`src/rtl/pipeline_pack_if.sv`:
```
// Handshake bundle for pipeline_pack: narrow beats in from upstream, packed words out downstream.
interface pipeline_pack_if #(
  parameter int VALUE_BITS = 8,
  parameter int PACK_COUNT = 4
);
  localparam int COUNT_BITS = $clog2(PACK_COUNT + 1);

  logic [VALUE_BITS-1:0]            i_value;
  logic                             i_last;
  logic                             i_valid;
  logic                             o_ready;
  logic [VALUE_BITS*PACK_COUNT-1:0] o_value;
  logic [COUNT_BITS-1:0]            o_count;
  logic                             o_last;
  logic                             o_valid;
  logic                             i_ready;

  modport master (
    output i_value, i_last, i_valid, i_ready,
    input  o_ready, o_value, o_count, o_last, o_valid
  );

  modport slave (
    input  i_value, i_last, i_valid, i_ready,
    output o_ready, o_value, o_count, o_last, o_valid
  );
endinterface

```
`src/rtl/pipeline_pack.sv`:
```
// Packs VALUE_BITS beats into PACK_COUNT-lane words; a word closes when full or on i_last.
module pipeline_pack #(
  parameter int VALUE_BITS = 8,
  parameter int PACK_COUNT = 4
) (
  input  logic            clock,
  input  logic            reset,
  pipeline_pack_if.slave  bus
);
  localparam int COUNT_BITS = $clog2(PACK_COUNT + 1);
  localparam int WORD_BITS  = VALUE_BITS * PACK_COUNT;

  logic [WORD_BITS-1:0]  pack_r;
  logic [COUNT_BITS-1:0] count_r;
  logic [WORD_BITS-1:0]  word_r;
  logic [COUNT_BITS-1:0] word_count_r;
  logic                  word_last_r;
  logic                  word_valid_r;

  logic                  ready_s;
  logic                  accept_s;
  logic                  complete_s;
  logic                  drain_s;
  logic [WORD_BITS-1:0]  merged_s;

  // Handshake qualifiers; the output stage frees itself whenever downstream takes the word.
  always_comb begin
    ready_s    = ~word_valid_r | bus.i_ready;
    accept_s   = bus.i_valid & ready_s;
    drain_s    = word_valid_r & bus.i_ready;
    complete_s = accept_s & ((count_r == COUNT_BITS'(PACK_COUNT - 1)) | bus.i_last);
  end

  // Accumulator with the incoming beat dropped into lane count_r and every higher lane zeroed.
  always_comb begin
    merged_s = pack_r;
    for (int k = 0; k < PACK_COUNT; k++) begin
      if (COUNT_BITS'(k) == count_r) begin
        merged_s[k*VALUE_BITS +: VALUE_BITS] = bus.i_value;
      end else if (COUNT_BITS'(k) > count_r) begin
        merged_s[k*VALUE_BITS +: VALUE_BITS] = {VALUE_BITS{1'b0}};
      end else begin
        merged_s[k*VALUE_BITS +: VALUE_BITS] = pack_r[k*VALUE_BITS +: VALUE_BITS];
      end
    end
  end

  // Accumulator, lane counter and the registered output word.
  always_ff @(posedge clock or posedge reset) begin
    if (reset) begin
      pack_r       <= {WORD_BITS{1'b0}};
      count_r      <= {COUNT_BITS{1'b0}};
      word_r       <= {WORD_BITS{1'b0}};
      word_count_r <= {COUNT_BITS{1'b0}};
      word_last_r  <= 1'b0;
      word_valid_r <= 1'b0;
    end else if (complete_s) begin
      // A completing beat reloads the output even while the old word drains: no bubble.
      word_r       <= merged_s;
      word_count_r <= count_r + COUNT_BITS'(1);
      word_last_r  <= bus.i_last;
      word_valid_r <= 1'b1;
      pack_r       <= {WORD_BITS{1'b0}};
      count_r      <= {COUNT_BITS{1'b0}};
    end else begin
      if (drain_s) begin
        word_valid_r <= 1'b0;
      end else begin
        word_valid_r <= word_valid_r;
      end
      if (accept_s) begin
        pack_r  <= merged_s;
        count_r <= count_r + COUNT_BITS'(1);
      end else begin
        pack_r  <= pack_r;
        count_r <= count_r;
      end
    end
  end

  assign bus.o_ready = ready_s;
  assign bus.o_value = word_r;
  assign bus.o_count = word_count_r;
  assign bus.o_last  = word_last_r;
  assign bus.o_valid = word_valid_r;
endmodule
```
`src/flat_wrapper.sv`:
```
// flat-port wrapper written by rule: the top's interface ports become plain ports
module pipeline_pack_flat 
#(
  parameter int VALUE_BITS = 8,
  parameter int PACK_COUNT = 4
)
  (clock, reset, bus_i_value, bus_i_last, bus_i_valid, bus_i_ready, bus_o_ready, bus_o_value, bus_o_count, bus_o_last, bus_o_valid);
  pipeline_pack_if #(.VALUE_BITS(VALUE_BITS), .PACK_COUNT(PACK_COUNT)) bus_i ();
  input  logic clock;
  input  logic reset;
  input wire logic [$bits(bus_i.i_value)-1:0] bus_i_value;
  input wire logic [$bits(bus_i.i_last)-1:0] bus_i_last;
  input wire logic [$bits(bus_i.i_valid)-1:0] bus_i_valid;
  input wire logic [$bits(bus_i.i_ready)-1:0] bus_i_ready;
  output wire logic [$bits(bus_i.o_ready)-1:0] bus_o_ready;
  output wire logic [$bits(bus_i.o_value)-1:0] bus_o_value;
  output wire logic [$bits(bus_i.o_count)-1:0] bus_o_count;
  output wire logic [$bits(bus_i.o_last)-1:0] bus_o_last;
  output wire logic [$bits(bus_i.o_valid)-1:0] bus_o_valid;
  assign bus_i.i_value = bus_i_value;
  assign bus_i.i_last = bus_i_last;
  assign bus_i.i_valid = bus_i_valid;
  assign bus_i.i_ready = bus_i_ready;
  assign bus_o_ready = bus_i.o_ready;
  assign bus_o_value = bus_i.o_value;
  assign bus_o_count = bus_i.o_count;
  assign bus_o_last = bus_i.o_last;
  assign bus_o_valid = bus_i.o_valid;
  pipeline_pack #(.VALUE_BITS(VALUE_BITS), .PACK_COUNT(PACK_COUNT)) u_core (.clock(clock), .reset(reset), .bus(bus_i));
endmodule
```
`config.mk`:
```
export PLATFORM = sky130hd
export DESIGN_NAME = pipeline_pack_flat
export DESIGN_NICKNAME = d
export VERILOG_FILES = /design/src/rtl/pipeline_pack_if.sv /design/src/rtl/pipeline_pack.sv /design/src/flat_wrapper.sv
export SDC_FILE = /design/constraint.sdc
export NUM_CORES = 1
export LEC_CHECK = 0
export BUFFER_PORTS_ARGS = -buffer_cell sky130_fd_sc_hd__buf_4
export CORE_ASPECT_RATIO = 1.1
export CORE_UTILIZATION = 60
export DETAILED_ROUTE_END_ITERATION = 7
export GPL_ROUTABILITY_DRIVEN = 0
export PLACE_DENSITY = 0.85
export SLEW_MARGIN = 20
export SYNTH_ARGS = -nofsm -noshare
export SYNTH_HDL_FRONTEND = slang
export SYNTH_SLANG_ARGS = --single-unit
```
`constraint.sdc`:
```
create_clock -name clock -period 7 [get_ports clock]
set_clock_uncertainty 0.1 [all_clocks]
set_input_delay 1.05 -clock clock [delete_from_list [all_inputs] [get_ports clock]]
set_output_delay 1.05 -clock clock [all_outputs]
set_load 0.05 [all_outputs]
```
# Word-level counts from Yosys, hierarchy flattened
# Index checks and enable logic that the tools add are counted.
totals:
  register_bits: 72
  in_bits: 13
  wordCells: 38
classes:
  add_sub_neg: 1
  magnitude_cmp: 4
  eq_ne: 4
  muxes: 14
  bitwise: 6
  n_reduce_logical: 3
ops:
  columns: ["op", "count"]
  rows:
  - ["two-way mux 32 bit", 2]
  - ["two-way mux 8 bit", 8]
  - ["equality test 2 x 3 -> 1 bit (first input constant)", 2]
  - ["greater-than comparator 1 x 3 -> 1 bit (first input constant)", 2]
  - ["greater-than comparator 2 x 3 -> 1 bit (first input constant)", 2]
  - ["two-way mux 3 bit", 2]
  - ["nonzero test 2 bit", 2]
  - ["adder 3 x 1 -> 3 bit (second input constant)", 1]
  - ["bitwise AND 1 bit", 3]
  - ["equality test 1 x 3 -> 1 bit (first input constant)", 1]
  - ["equality test 3 x 2 -> 1 bit (second input constant)", 1]
  - ["zero test 3 bit", 1]
  - ["two-way mux 1 bit", 2]
  - ["bitwise OR 1 bit", 2]
  - ["NOT 1 bit", 1]

# Longest topological paths before layout
# Gate-level depths: netlist of run 1.
logic_depth:
  word_depth: 5
  depth_mapped: 7
  ltp_nobuf: 5

# Least setup slack after synthesis of run 1
# OpenSTA, ideal clock, no wires.
synth_timing:
  path_type: "input port to output port"
  from: "input port bus_i_ready"
  to: "output port bus_o_ready"
  arrival_ns: 1.510
  t_required_ns: 5.850
  path_slack_ns: 4.340
  path_stages: 3
  path_cell_list: "nor2b_1 buf_2 inv_2"
synth_between:
  elab_chain_len: 1
synth_rtl:
  columns: ["element", "line_no", "text"]
  rows:
  - ["start: declaration", "flat_wrapper.sv:14", "input wire logic [$bits(bus_i.i_ready)-1:0] bus_i_ready;"]
  - ["bitwise OR 1 bit", "pipeline_pack.sv:28", "ready_s = ~word_valid_r | bus.i_ready;"]
  - ["end: declaration", "flat_wrapper.sv:15", "output wire logic [$bits(bus_i.o_ready)-1:0] bus_o_ready;"]
# No other way between the ends.

# Worst setup path after layout of run 1
# Same ends and word-level chain as after synthesis.

==> results.toml, run 1 <==
[drt]
drtIter0Drc = 332
wl_per_cell_um = 18.0
vias = 2475
ant_nets = 0
via_per_inst = 6.08
drc_errors = 0
first_pass_iters = 4
finalWirelength_um = 7320

[worst_setup_path]
critPathLaunchType = "input port"
worst_setup_path_end_kind = "output port"
rr_worst_depth = 4
path_buf_inv = 3
path_max_fanout = 8
cpMostUsedCell = "buf_4"
critical-path-top-delay-family = "simple AND/OR/NAND/NOR gates"
worstPathRequired_ns = 5.85
critPathKind = "input port to output port"
arrival_ns = 2.16
crit_chain = "buf_4 -> nor2b_1 -> inv_2 -> buf_4"
crit_path_top_delay_cell = "nor2b_1"
cpPeakStageDelay_ns = 0.61
cp_num_cells = 4

[placement]
place_area_mm2 = 0.00378
io_buffer_count = 50
place_hpwl_um = 4700
dp_slack_ns = 3.71
place_inst = 391

[clock_tree]
cts.repair.resized = 0
cts_sinks = 72
cts-root-buf = "clkbuf_8"
holdBufCountCts = 0
cts_inserted_buffers = 9
postCtsSetupRepairBufs = 0
clockBufferDepth = 2
h-tree-depth = 3
path_clk_slew_ns = 0.08
worstSkewPairLatency_ns = 0.34
tritoncts = "done"

[synthesis]
yosys_warnings = 0
yosysUniqueCellTypes = 40
yosys-top-cells-area = "dfrtp_1 53%, mux2i_1 4.7%, a22o_1 4.4%"
synth_area_leader_cell = "dfrtp_1"
async_reset_ff_share_pct = 100
syn_nets = 300
synth_seq_area_share_pct = 52.8
yosys.area.top_type_share_pct = 52.8
synth_edf_count = 0
synth_area_per_cell_um2 = 12.0
synth_most_common_cell = "dfrtp_1"
synth_flop_cell = "dfrtp_1"
synth_cells = 284
netlist_area_mm2 = 0.00341
ys_seq_elements = 72
netlist_top_cells_count = "72 x dfrtp_1, 19 x inv_1, 18 x nand2_1"

[power_and_ir_drop]
p_leak_nw = 1.98
peakVddDrop_mv = 0.216
p_per_area_mw_per_mm2 = 345
finalPower_mw = 1.37

[global_routing]
antenna_found_initial = 0
grt_pass1_vias = 2280
grt_overflow = 0
grt.total_usage_pct = 26.7
grt_pass1_wl_um = 11700
grt_max_degree = 73

[die]
initial_utilization_pct = 62.8
ios = 51
fp.dieArea_mm2 = 0.00599
core_mm2 = 0.00543
fp.dieW_um = 73.9
rows = 28
die_h_um = 81.1

[cells_and_area]
nets = 343
area_growth_pct = 16.8
drive_above_1_share_pct = 26.2
fin_area_mm2 = 0.00398
final_cell_count_no_fill = 407
num_antenna_cells = 0

[timing]
setup_violations = 0
slew_headroom_pct = 37.2
rsz0062_at_grt = "false"
setup_tns_ns = 0
tightestPinTransition_ns = 0.936
layout_min_cycle_time_ns = 3.31
final_hold_viol_count = 0
fin_crit_sh_pct = 47.2
slew_violations = 0
worst_slack_ns = 3.69
max_freq_mhz = 303

[flow_run]
drv_cap = 0

[worst_hold_path]
hold_depth = 1
hp-class = "register to register"

[run_status]
status = "completed"
## where the power goes
group | internal [mW] | switching, mW
logic | 0.159 | 0.336
registers | 0.487 | 0.0501
clock network | 0.183 | 0.158
## flip-flops by register name (all words and copies together) (netlist names)
name,flops
u_core.bus.o_valid,1
u_core.bus.o_last,1
u_core.bus.o_count,3
u_core.bus.o_value,32
u_core.count_r,3
u_core.pack_r,32
## final timing paths
| path | startpoint | endpoint | slack, ns |
|---|---|---|---|
| setup / recovery | bus_i_ready | bus_o_ready | 3.69 |
| max in group asynchronous | reset | u_core.bus.o_valid | 5.37 |
| hold / removal | u_core.bus.o_value[8] | u_core.bus.o_value[8] | 0.39 |
| min in group asynchronous | reset | u_core.pack_r[1] | 0.86 |
| setup reg to reg | u_core.count_r[1] | u_core.bus.o_value[18] | 4.67 |
| hold reg to reg | u_core.bus.o_value[8] | u_core.bus.o_value[8] | 0.39 |
## cell type report
class / count / area [um2]
Multi-Input combinational cell: 169 / 1400
Clock inverter: 5 / 55.1
Timing Repair Buffer: 53 / 398
Fill cell: 381 / 1450
Tap cell: 75 / 93.8
Clock buffer: 11 / 151
Inverter: 22 / 82.6
Sequential cell: 72 / 1800
## per-layer routing
metal	share of wire [%]	vias to the layer above	GRT usage (%)
met4	2.6	0	9.42
met5	0	-	0
met3	7.1	14	6.08
met2	46	97	37.7
met1	44	1232	40.3
li1	-	1132	-
## worst reg2reg max path: cells and delay by family (launching register included)
family          cells  cell delay, ns
flops               1            0.74
mux                 1            0.39
buf+inv             1            0.37
simple gates        1            0.32
compound gates      1            0.30
## cell families (layout without fill, tap and decap cells)
group	after synthesis	count (layout)	synth area share (%)
AOI/OAI and AO/OA	58	58	14.6
xor gates and xnor gates	1	1	0.257
adders and majority gates	3	3	1.10
buffers and inverters	43	91	6.09
DFF	72	72	52.8
muxes	35	35	11.0
and+or+nand+nor	72	72	14.2
## metrics by stage
step,hold slack (ns),utilization [%]
after detailed placement,0.374,69.5
final,0.388,73.3
after global placement,0.369,69.5
after global routing,0.402,73.3
after floorplan,0.353,-
after CTS,0.393,73.3
## cell usage in the layout, fill, tap and decap left out, types with 2 or more instances in the layout
cell type	netlist	routed
and3b_1	9	9
dfrtp_1	72	72
mux2_1	9	9
nand3_1	9	9
inv_2	3	4
ha_1	3	3
clkinvlp_4	0	2
o2bb2ai_1	8	8
inv_1	19	18
clkbuf_8	0	11
clkinv_2	0	2
nand2b_1	2	2
nand4b_1	8	8
nor2_1	2	2
buf_4	4	53
a32oi_1	8	8
nand4_1	2	2
a31oi_1	8	8
a32o_1	8	8
mux2_2	10	10
mux2i_1	16	16
nand3b_1	8	8
nand2_1	18	18
a22o_1	17	17
o21ai_0	2	2
and2_1	8	8
Note: power is estimated with default switching activity, not from simulation.
==> run 2, diff against run 1 <==
Settings changed: ABC_AREA set to 1, CORE_UTILIZATION 60 to 56, PLACE_DENSITY 0.85 to 0.81.
Clock period 7 ns to 3.2 ns, I/O delays scaled along.
==> run 2 against run 1 <==
The flow now finishes with violations (DRC); critical endpoint is now u_core.bus.o_value[7]; largest power group unchanged; non-clock buffer count did not move; worst hold slack got worse by 0.35 ns; sequential cell count did not move; area after synthesis fell by 1.4%; sequential power rose by 110%; global-route usage rose by 0.69 points; die area rose by 5.5%; final area fell by 1.2%.
==> results.toml, run 2 <==
[clock_tree]
worstSkewPairLatency_ns = 0.35
cts_sinks = 72
cts.repair.resized = 0
cts-root-buf = "clkbuf_8"
h-tree-depth = 3
postCtsSetupRepairBufs = 0
path_clk_slew_ns = 0.08
tritoncts = "done"
clockBufferDepth = 2
holdBufCountCts = 0
cts_inserted_buffers = 9

[worst_hold_path]
hp-class = "input port to async pin"

[worst_setup_path]
setup.worst_path.start = "u_core.count_r[2]"
r2r_slack_ns = 1.07
critPathKind = "register to register"
path_max_fanout = 34
r2r-start = "u_core.count_r[2]"
r2r_end = "u_core.bus.o_value[7]"
crit_end = "u_core.bus.o_value[7]"
rr_worst_depth = 5
worstPathRequired_ns = 3.39
critPathLaunchType = "register"
arrival_ns = 2.32
worst_setup_path_end_kind = "register"

[drt]
wl_per_cell_um = 13.7
via_per_inst = 5.15
vias = 2898
ant_nets = 0
finalWirelength_um = 7730
first_pass_iters = 8
drc_errors = 1
drtIter0Drc = 229

[synthesis]
synth_seq_area_share_pct = 53.6
synth_cells = 435
yosys_warnings = 0
netlist_top_cells_count = "271 x nand2_1, 72 x dfrtp_1, 25 x inv_1"
yosys.area.top_type_share_pct = 53.6
ys_seq_elements = 72
yosysUniqueCellTypes = 19
netlist_area_mm2 = 0.00336
yosys-top-cells-area = "dfrtp_1 54%, nand2_1 30%, buf_6 3.0%"
syn_nets = 451
synth_area_leader_cell = "dfrtp_1"
synth_area_per_cell_um2 = 7.73
synth_flop_cell = "dfrtp_1"
synth_most_common_cell = "nand2_1"
async_reset_ff_share_pct = 100
synth_edf_count = 0

[global_routing]
antenna_found_initial = 0
grt_overflow = 0
grt_max_degree = 40
grt_pass1_vias = 2736
grt_pass1_wl_um = 12900
grt.total_usage_pct = 27.4

[run_status]
violations = "DRC"
status = "complete, but fails checks"

[timing]
max_freq_mhz = 471
slew_headroom_pct = 43.4
rsz0062_at_grt = "false"
final_hold_viol_count = 0
fin_crit_sh_pct = 66.4
setup_tns_ns = 0
layout_min_cycle_time_ns = 2.13
slew_violations = 0
setup_violations = 0
tightestPinTransition_ns = 0.847

[cells_and_area]
area_growth_pct = 17.0
num_antenna_cells = 0
nets = 497
drive_above_1_share_pct = 16.0
final_common_cell = "nand2_1"
final_cell_mix = "271 x nand2_1, 72 x dfrtp_1, 53 x buf_4"

[die]
fp.dieW_um = 75.9
ios = 51
die_h_um = 83.3
core_mm2 = 0.00577
fp.dieArea_mm2 = 0.00632
initial_utilization_pct = 58.3
rows = 29

[placement]
io_buffer_count = 50
place_hpwl_um = 5220

[power_and_ir_drop]
p_per_area_mw_per_mm2 = 731
finalPower_mw = 2.88
peakVddDrop_mv = 0.423
p_leak_nw = 2.28

[flow_run]
drv_cap = 0
-- run 2: through the flow --
stage               util, %  setup slack (ns)  hold WS, ns  instance area, um2  cells
floorplan                 -             0.795        0.349                3360    435
global placement       64.4              1.22        0.362                3710    547
detailed placement     64.4              1.10        0.365                3710    547
CTS                    68.2              1.08       0.0494                3930    563
global route           68.2             0.897       0.0800                3930    563
finish                 68.2              1.07       0.0427                3930    563
-- run 2: report_power, final --
group	switching, mW	total (mW)	leakage, nW	internal, mW
clock network	0.350	0.787	0.101	0.438
registers	0.0978	1.15	0.974	1.05
logic	0.689	0.940	1.21	0.251
total	1.14	2.88	2.28	1.74
-- run 2: cell type report --
class                           count  area, um2
Fill cell                         479       1840
Clock buffer                        9        124
Clock inverter                      7       96.3
Tap cell                           77       96.3
Sequential cell                    72       1800
Timing Repair Buffer               53        398
Inverter                           26       97.6
Multi-Input combinational cell    319       1320
-- run 2: routing by layer --
layer	up-vias	track usage, %	wire length [um]
li1	1402	-	-
met4	0	9.09	131
met1	1374	36.9	3260
met2	105	43.0	3920
met5	-	0	0
met3	17	6.43	430
-- run 2: worst min-delay path by stage --
stage,from,to,slack (ns),depth (start not counted)
2_1_floorplan,u_core.pack_r[25],u_core.pack_r[25],0.35,2
3_3_place_gp,u_core.pack_r[20],u_core.pack_r[20],0.36,2
3_5_place_dp,u_core.pack_r[15],u_core.pack_r[15],0.37,2
4_1_cts,reset,u_core.bus.o_value[19],0.05,2
5_1_grt,reset,u_core.bus.o_value[16],0.08,2
6_report,reset,u_core.bus.o_value[19],0.04,2
-- run 2: logic make-up (layout without fill, tap and decap cells) --
family	count (synthesis)	after routing	synth area share, %
flops	72	72	53.6
simple gates	288	288	33.5
xor+xnor	1	1	0.260
buf+inv	44	95	7.18
fa+ha+maj	3	3	1.12
compound gates	27	27	4.35
-- run 2: critical path: stages, from the launching register on --
cell	delay [ns]
dfrtp_1	0.55
inv_2	0.27
nand3_4	0.18
a21oi_4	0.72
nand2_1	0.14
nand2_1	0.10
==> run 3, diff against run 2 <==
Settings changed: ABC_AREA 1 to 0, CORE_UTILIZATION 56 to 51, PLACE_DENSITY 0.81 to 0.77.
Clock period 3.2 ns to 1.8 ns, I/O delays scaled along.
==> run 3 against run 2 <==
Count of clock-buffer cells in the layout rose by 2; sequential share of layout area fell by 3.0 points; the run now ends clean; global-route usage fell by 3.2 points.
==> results.toml, run 3 (synthesis results as in run 1) <==
[worst_hold_path]
hp-class = "input port to register"

[cells_and_area]
num_antenna_cells = 0
multi_input_area_mm2 = 0.00142
nets = 364
final_cell_mix = "70 x buf_4, 70 x dfrtp_1, 18 x inv_1, 18 x nand2_1, 17 x a22o_1"
fillers = 500
regArea_mm2 = 0.00180
area_growth_pct = 23.7
drive_above_1_share_pct = 31.4

[timing]
slew_headroom_pct = 70.3
fin_crit_sh_pct = 96.0
max_freq_mhz = 579
layout_min_cycle_time_ns = 1.73
tightestPinTransition_ns = 0.444
holdWs_ns = 0.101
final_hold_viol_count = 0
setup_violations = 0
rsz0062_at_grt = "false"
slew_violations = 0

[clock_tree]
cts-root-buf = "clkbuf_8"
tritoncts = "done"
clockBufferDepth = 2
h-tree-depth = 3
worstSkewPairLatency_ns = 0.34
path_clk_slew_ns = 0.07
cts_sinks = 72
cts_inserted_buffers = 9

[worst_setup_path]
r2r_slack_ns = 0.07
critPathKind = "register to register"
critPathLaunchType = "register"
arrival_ns = 1.85
worstPathRequired_ns = 1.92
worst_setup_path_end_kind = "register"
path_max_fanout = 9

[global_routing]
grt_pass1_wl_um = 12600
grt_pass1_vias = 2506
grt_max_degree = 73
antenna_found_initial = 0
grt_overflow = 0
grt.total_usage_pct = 24.1

[die]
rows = 30
ios = 51
initial_utilization_pct = 54.1
core_mm2 = 0.00631
fp.dieW_um = 80.0
die_h_um = 87.8
fp.dieArea_mm2 = 0.00702

[drt]
drtIter0Drc = 164
first_pass_iters = 4
wl_per_cell_um = 17.6
drc_errors = 0
vias = 2508
via_per_inst = 5.79
ant_nets = 0
finalWirelength_um = 7630

[placement]
place_hpwl_um = 5060
io_buffer_count = 50

[run_status]
status = "completed"

[flow_run]
drv_cap = 0

[power_and_ir_drop]
finalPower_mw = 5.54
peakVddDrop_mv = 0.735
p_per_area_mw_per_mm2 = 1310
p_leak_nw = 2.09
==> run 3: where the power goes <==
group          switching (mW)  internal (mW)  total [mW]
Clock                   0.600          0.816        1.42
Sequential              0.162           1.90        2.06
Combinational            1.36          0.712        2.07
==> run 3: timing repair <==
action	4_1_cts	5_1_grt
cloned	0	0
pin swaps	0	1
endpoints found under the hold margin	72	0
hold buffers	1	0
resized for setup	1	4
buffers inserted	0	1
endpoints found under the setup margin	3	27
==> run 3: layer usage <==
layer  share of wire, %  vias to the layer above  track usage (%)
li1                   -                     1171                -
met1                 42                     1242             32.6
met2                 49                       82             37.8
met3                6.2                       13             5.21
met4                2.2                        0             10.6
met5                  0                        -                0
==> run 3: final cells by class <==
cell class                      instances  share of cell area, %
Tap cell                               80                   2.37
Inverter                               22                   2.11
Clock inverter                          5                   1.90
Timing Repair Buffer                   74                   13.9
Clock buffer                           11                   3.35
Sequential cell                        72                   42.8
Multi-Input combinational cell        169                   33.6
==> run 3: per-stage QoR <==
stage | setup TNS (ns) | instance area, um2 | utilization [%] | std cells | setup slack (ns)
floorplan | -0.890 | 3430 | - | 284 | -0.0857
global placement | 0 | 3970 | 62.9 | 415 | 0.0581
detailed placement | -0.000637 | 3970 | 62.9 | 415 | -0.000637
CTS | 0 | 4200 | 66.6 | 432 | 0.0343
global route | 0 | 4220 | 66.9 | 433 | 0.0235
finish | 0 | 4220 | 66.9 | 433 | 0.0723
==> run 3: final timing paths <==
kind,from,endpoint,cells past startpoint
max,u_core.count_r[2],u_core.bus.o_value[20],4
min,bus_i_valid,u_core.bus.o_valid,2
max reg2reg,u_core.count_r[2],u_core.bus.o_value[20],4
min reg2reg,u_core.pack_r[31],u_core.pack_r[31],1
max in group asynchronous,reset,u_core.count_r[1],4
min in group asynchronous,reset,u_core.pack_r[7],4
==> run 3: worst max-delay path, cell delays in order (launching register included) <==
cell and delay, ns:
dfrtp_1 0.44, nand3b_4 0.21, a211oi_4 0.27, buf_4 0.24, mux2_2 0.35
